[src/rtl/bram_read_streamer.sv]
// Burst read sequencer for one BRAM port: issues sequential reads, absorbs the
// fixed read latency and returns the words as a valid/ready stream via a small FIFO.
module bram_read_streamer #(
  parameter int DATA_WIDTH   = 18,
  parameter int ADDR_WIDTH   = 10,
  parameter int READ_LATENCY = 1,
  parameter int FIFO_DEPTH   = 4
) (
  input  logic                  CLK,
  input  logic                  RST,
  input  logic                  START,
  input  logic [ADDR_WIDTH-1:0] BASE_ADDR,
  input  logic [ADDR_WIDTH:0]   LENGTH,
  output logic                  BUSY,
  output logic                  DONE,
  output logic [14:0]           ADDR,
  output logic                  EN,
  output logic                  REGCE,
  output logic [3:0]            WE,
  input  logic [DATA_WIDTH-1:0] DO,
  output logic [DATA_WIDTH-1:0] M_DATA,
  output logic                  M_VALID,
  input  logic                  M_READY
);
  localparam int PW = $clog2(FIFO_DEPTH);
  localparam int CW = PW + 2;

  generate
    if (READ_LATENCY != 1 && READ_LATENCY != 2) begin : g_bad_lat
      $error("bram_read_streamer: READ_LATENCY must be 1 or 2");
    end
    if ((FIFO_DEPTH & (FIFO_DEPTH - 1)) != 0 || FIFO_DEPTH < READ_LATENCY + 1) begin : g_bad_depth
      $error("bram_read_streamer: FIFO_DEPTH must be a power of two >= READ_LATENCY+1");
    end
  endgenerate

  typedef enum logic [1:0] {S_IDLE, S_ISSUE, S_DRAIN, S_FINISH} state_t;

  state_t                  r_state, w_state_nxt;
  logic [ADDR_WIDTH-1:0]   r_addr;
  logic [ADDR_WIDTH:0]     r_rem;
  logic [READ_LATENCY-1:0] r_vld_pipe;
  logic [DATA_WIDTH-1:0]   r_mem [FIFO_DEPTH];
  logic [PW:0]             r_wptr, r_rptr;
  logic [PW:0]             w_count;
  logic [CW-1:0]           w_inflight;
  logic                    w_credit, w_en, w_push, w_pop, w_empty, w_full;

  assign w_count = r_wptr - r_rptr;
  assign w_empty = (r_wptr == r_rptr);
  assign w_full  = (r_wptr[PW] != r_rptr[PW]) && (r_wptr[PW-1:0] == r_rptr[PW-1:0]);
  assign w_push  = r_vld_pipe[READ_LATENCY-1];
  assign w_pop   = !w_empty && M_READY;

  always_comb begin
    w_inflight = '0;
    for (int i = 0; i < READ_LATENCY; i++) w_inflight = w_inflight + CW'(r_vld_pipe[i]);
  end

  // Words in the latency pipe already own a FIFO slot, so the FIFO can never overflow.
  assign w_credit = (w_inflight + CW'(w_count)) < CW'(FIFO_DEPTH);

  always_comb begin
    w_state_nxt = r_state;
    w_en        = 1'b0;
    case (r_state)
      S_IDLE:   if (START) w_state_nxt = (LENGTH == '0) ? S_FINISH : S_ISSUE;
      S_ISSUE:  if (w_credit && r_rem != '0) begin
                  w_en = 1'b1;
                  if (r_rem == (ADDR_WIDTH+1)'(1)) w_state_nxt = S_DRAIN;
                end
      // Leave as soon as the last word is being accepted so DONE follows the final handshake.
      S_DRAIN:  if (w_inflight == '0 && (w_empty || (w_count == (PW+1)'(1) && w_pop)))
                  w_state_nxt = S_FINISH;
      S_FINISH: w_state_nxt = S_IDLE;
      default:  w_state_nxt = S_IDLE;
    endcase
  end

  always_ff @(posedge CLK or posedge RST) begin
    if (RST) begin
      r_state    <= S_IDLE;
      r_addr     <= '0;
      r_rem      <= '0;
      r_vld_pipe <= '0;
      r_wptr     <= '0;
      r_rptr     <= '0;
    end else begin
      r_state <= w_state_nxt;
      if (r_state == S_IDLE && START) begin
        r_addr <= BASE_ADDR;
        r_rem  <= LENGTH;
      end else if (w_en) begin
        r_addr <= r_addr + ADDR_WIDTH'(1);
        r_rem  <= r_rem - (ADDR_WIDTH+1)'(1);
      end
      r_vld_pipe[0] <= w_en;
      for (int i = 1; i < READ_LATENCY; i++) r_vld_pipe[i] <= r_vld_pipe[i-1];
      if (w_push) r_wptr <= r_wptr + (PW+1)'(1);
      if (w_pop)  r_rptr <= r_rptr + (PW+1)'(1);
    end
  end

  always_ff @(posedge CLK) begin
    if (w_push) r_mem[r_wptr[PW-1:0]] <= DO;
  end

  assert property (@(posedge CLK) disable iff (RST) !(w_push && w_full));

  assign BUSY    = (r_state != S_IDLE);
  assign DONE    = (r_state == S_FINISH);
  assign ADDR    = 15'(r_addr);
  assign EN      = w_en;
  assign REGCE   = BUSY;
  assign WE      = '0;
  assign M_VALID = !w_empty;
  assign M_DATA  = w_empty ? '0 : r_mem[r_rptr[PW-1:0]];
endmodule

[config.mk]
export PLATFORM = sky130hd
export DESIGN_NAME = bram_read_streamer
export DESIGN_NICKNAME = d
export VERILOG_FILES = /design/src/rtl/bram_read_streamer.sv
export SDC_FILE = /design/constraint.sdc
export NUM_CORES = 1
export LEC_CHECK = 0
export ABC_AREA = 1
export ABC_CLOCK_PERIOD_IN_PS = 5300
export CORE_ASPECT_RATIO = 1.25
export CORE_UTILIZATION = 40
export CTS_BUF_LIST = sky130_fd_sc_hd__clkbuf_2
export DETAILED_ROUTE_END_ITERATION = 8
export SKIP_LAST_GASP = 1
export SYNTH_ARGS = -nofsm -noshare
export SYNTH_HDL_FRONTEND = slang
export SYNTH_SLANG_ARGS = --single-unit
[constraint.sdc]
create_clock -name CLK -period 5.3 [get_ports CLK]
set_input_delay 1.06 -clock CLK [delete_from_list [all_inputs] [get_ports CLK]]
set_output_delay 1.06 -clock CLK [all_outputs]
set_load 0.005 [all_outputs]
==> out/qor.yml <==
sta:
  drv_slew: 0
  rsz0062_at_grt: "no"
  finalSetupTns_ns: 0
  tightest_slew_ns: 0.869
  period_share_pct: 79.9
  max_freq_mhz: 236
  fin_worst_skew_ns: 0.0342
  finalCriticalPeriod_ns: 4.24
  setup_violations: 0
  slew-limit-headroom_pct: 41.7
  hold_violations: 0
yosys:
  synth_enable_flop_cells: 72
  syn_avg_cell_area_sq_um: 9.52
  synth_seq_cells: 102
  synth_area_leaders: "edfxtp_1 (43%), dfrtp_1 (15%), nand2_1 (7.8%)"
  synth_common_cells: "nand2_1 (105), nor2_1 (88), edfxtp_1 (72), o21ai_0 (50), inv_1 (39)"
  synth.cell_area_sq_um: 5070
  seq_area_frac_synth_pct: 57.4
  ys.warnings.count: 0
  synthFlopType: "edfxtp_1"
  synthMostInstantiatedCell: "nand2_1"
  netlist-cell-type-count: 37
  synth-async-reset-ratio_pct: 29.4
  synthCells: 533
  synth_largest_area_cell: "edfxtp_1"
  synth_top_area_share_pct: 42.6
grt:
  grt_usage_pct: 17.0
  grt_pass1_wl_microns: 17000
  grt_pass1_vias: 3562
  antenna_found_initial: 1
  grt_max_degree: 39
  grt_overflow: 0
detailed_routing:
  ant_nets: 0
  dr.pass1.iters: 4
  vias_per_cell: 4.92
  drt_wl_total_microns: 10600
  vias: 3792
  drt_iter0_drc: 203
  drc: 0
  wl_per_cell_microns: 13.7
clock_network:
  cts_sinks: 102
  cts_hold_buf: 0
  root_buffer: "clkbuf_2"
  cts_tree: "yes"
  post_cts_resized: 0
  clock_path_buffers: 2
  h-tree-depth: 3
  postCtsSetupRepairBufs: 0
  clock_latency_ns: 0.55
  numCtsBuffers: 9
  cts.reportedPaths.clkPinSlew_ns: 0.25
power_and_ir_drop:
  p_leak_uw: 0.00246
  vdd_drop_max_uv: 255
  power_density_nw_per_um2: 535
  p_total_uw: 3220
worst_hold_path:
  min_path_type: "flop to flop"
  hold_path_depth: 1
  hp-start: "r_wptr[0]"
finish:
  seqCellArea_sq_um: 2910
  multi_input_area_sq_um: 1820
  fill_cells: 1198
  nets: 661
  fin_cells: 771
  layout-drive-gt1-share_pct: 7.76
  area_delta_synth_final_pct: 18.7
placement:
  dp.cells: 754
  post-dp-hpwl_microns: 7010
  gp_congestion: 0.793
  port_buffers: 75
floorplan:
  die_y_microns: 128
  ios: 85
  fp.dieW_microns: 103
  initial_utilization_pct: 41.3
  core_sq_um: 12300
  row_count: 45
  dieArea_sq_um: 13100
setup_path:
  max_stage_delay_ns: 0.80
  cp-end-kind: "output pin"
  cpLargestDelayFamily: "buffers and inverters"
  crit_fanout: 38
  cp.buffers_inverters: 3
  path_class: "flop to output pin"
  r2r_cells: 8
  cp_num_cells: 5
  required_ns: 4.24
  arrival_ns: 3.18
  cp_slowest_cell: "clkinv_1"
  worstSetupStartpoint: "r_rptr[0]"
  start_kind: "flop"
  worstReg2RegStart: "r_rptr[1]"
  crit_chain: "buf_4 > clkinv_1 > o21ai_0 > a21oi_1 > clkdlybuf4s50_1"
outcome:
  status: "finished clean"
flow_run:
  cap_violations: 0
-- worst reg2reg max path: cells and delay by family, from the launching register on --
kind / cells / cell delay, ns
flip-flops: 1 / 0.98
AND/OR/NAND/NOR: 5 / 0.66
adder cells (fa/ha/maj): 1 / 0.60
buffers and inverters: 1 / 0.21
AO/OA/AOI/OAI: 1 / 0.06
-- cells by family after synthesis --
group,synth area share [%]
AND/OR/NAND/NOR,21.2
buffers and inverters,7.23
flip-flops,57.4
AO/OA/AOI/OAI,8.68
other,0.0739
adder cells (fa/ha/maj),4.34
XOR/XNOR,1.04
-- where the power goes --
group	internal (uW)	total [uW]	switching [uW]
clock	112	370	258
combinational	740	1680	936
sequential	1030	1180	145
-- per-layer routing --
metal	up-vias	track usage, %	wire length, microns
met5	-	0	0
met4	0	5.71	116
met3	10	3.11	439
met2	92	29.9	5490
met1	1814	20.6	4550
li1	1876	-	-
-- layout by cell type (no fill, tap or decap), drive strengths merged --
cell type and n:
a21oi 23, buf 4, bufinv 1, clkbuf 9
clkdlybuf4s50 75, clkinv 5, conb 9, dfrtp 30
diode 1, edfxtp 72, fa 1, ha 16
inv 48, nand2 109, nand3 25, nand3b 2
nand4 7, nor2 94, nor3 3, nor4 1
o211ai 1, o21ai 61, or2 4, xor2 6
-- cell type report --
class / instances / area share (%)
clock inverter: 7 / 1.16
timing repair buffer: 79 / 13.0
inverter: 47 / 2.99
antenna: 1 / 0.0416
sequential: 102 / 48.4
multi-input combinational: 362 / 30.3
tap: 164 / 3.41
clock buffer: 9 / 0.748
-- path summary, 6_finish.rpt --
kind / endpoint / slack, ns
max: M_DATA[16] / 1.06
min: r_wptr[0] / 0.55
max reg2reg: r_rem[5] / 2.73
min reg2reg: r_wptr[0] / 0.55
max in group asynchronous: r_state[0] / 4.11
min in group asynchronous: r_addr[3] / 0.84
-- state kept, by name, indices dropped and copies added, names as in the netlist --
| register | count |
|---|---|
| r_rem | 11 |
| r_mem | 72 |
| r_addr | 10 |
| r_wptr | 3 |
| r_state | 2 |
| r_vld_pipe | 1 |
| r_rptr | 3 |
-- per-stage QoR --
stage | utilization [%] | worst slack [ns] | hold WS, ns | cell area [sq um]
finish | 49.0 | 1.06 | 0.547 | 6020
global route | 49.0 | 0.669 | 0.565 | 6020
CTS | 49.0 | 0.913 | 0.548 | 6020
detailed placement | 48.1 | 1.59 | 0.504 | 5900
global placement | 48.1 | 1.72 | 0.505 | 5900
floorplan | - | 2.47 | 0.477 | 5100
No activity file was read; power rests on OpenSTA's default activity.
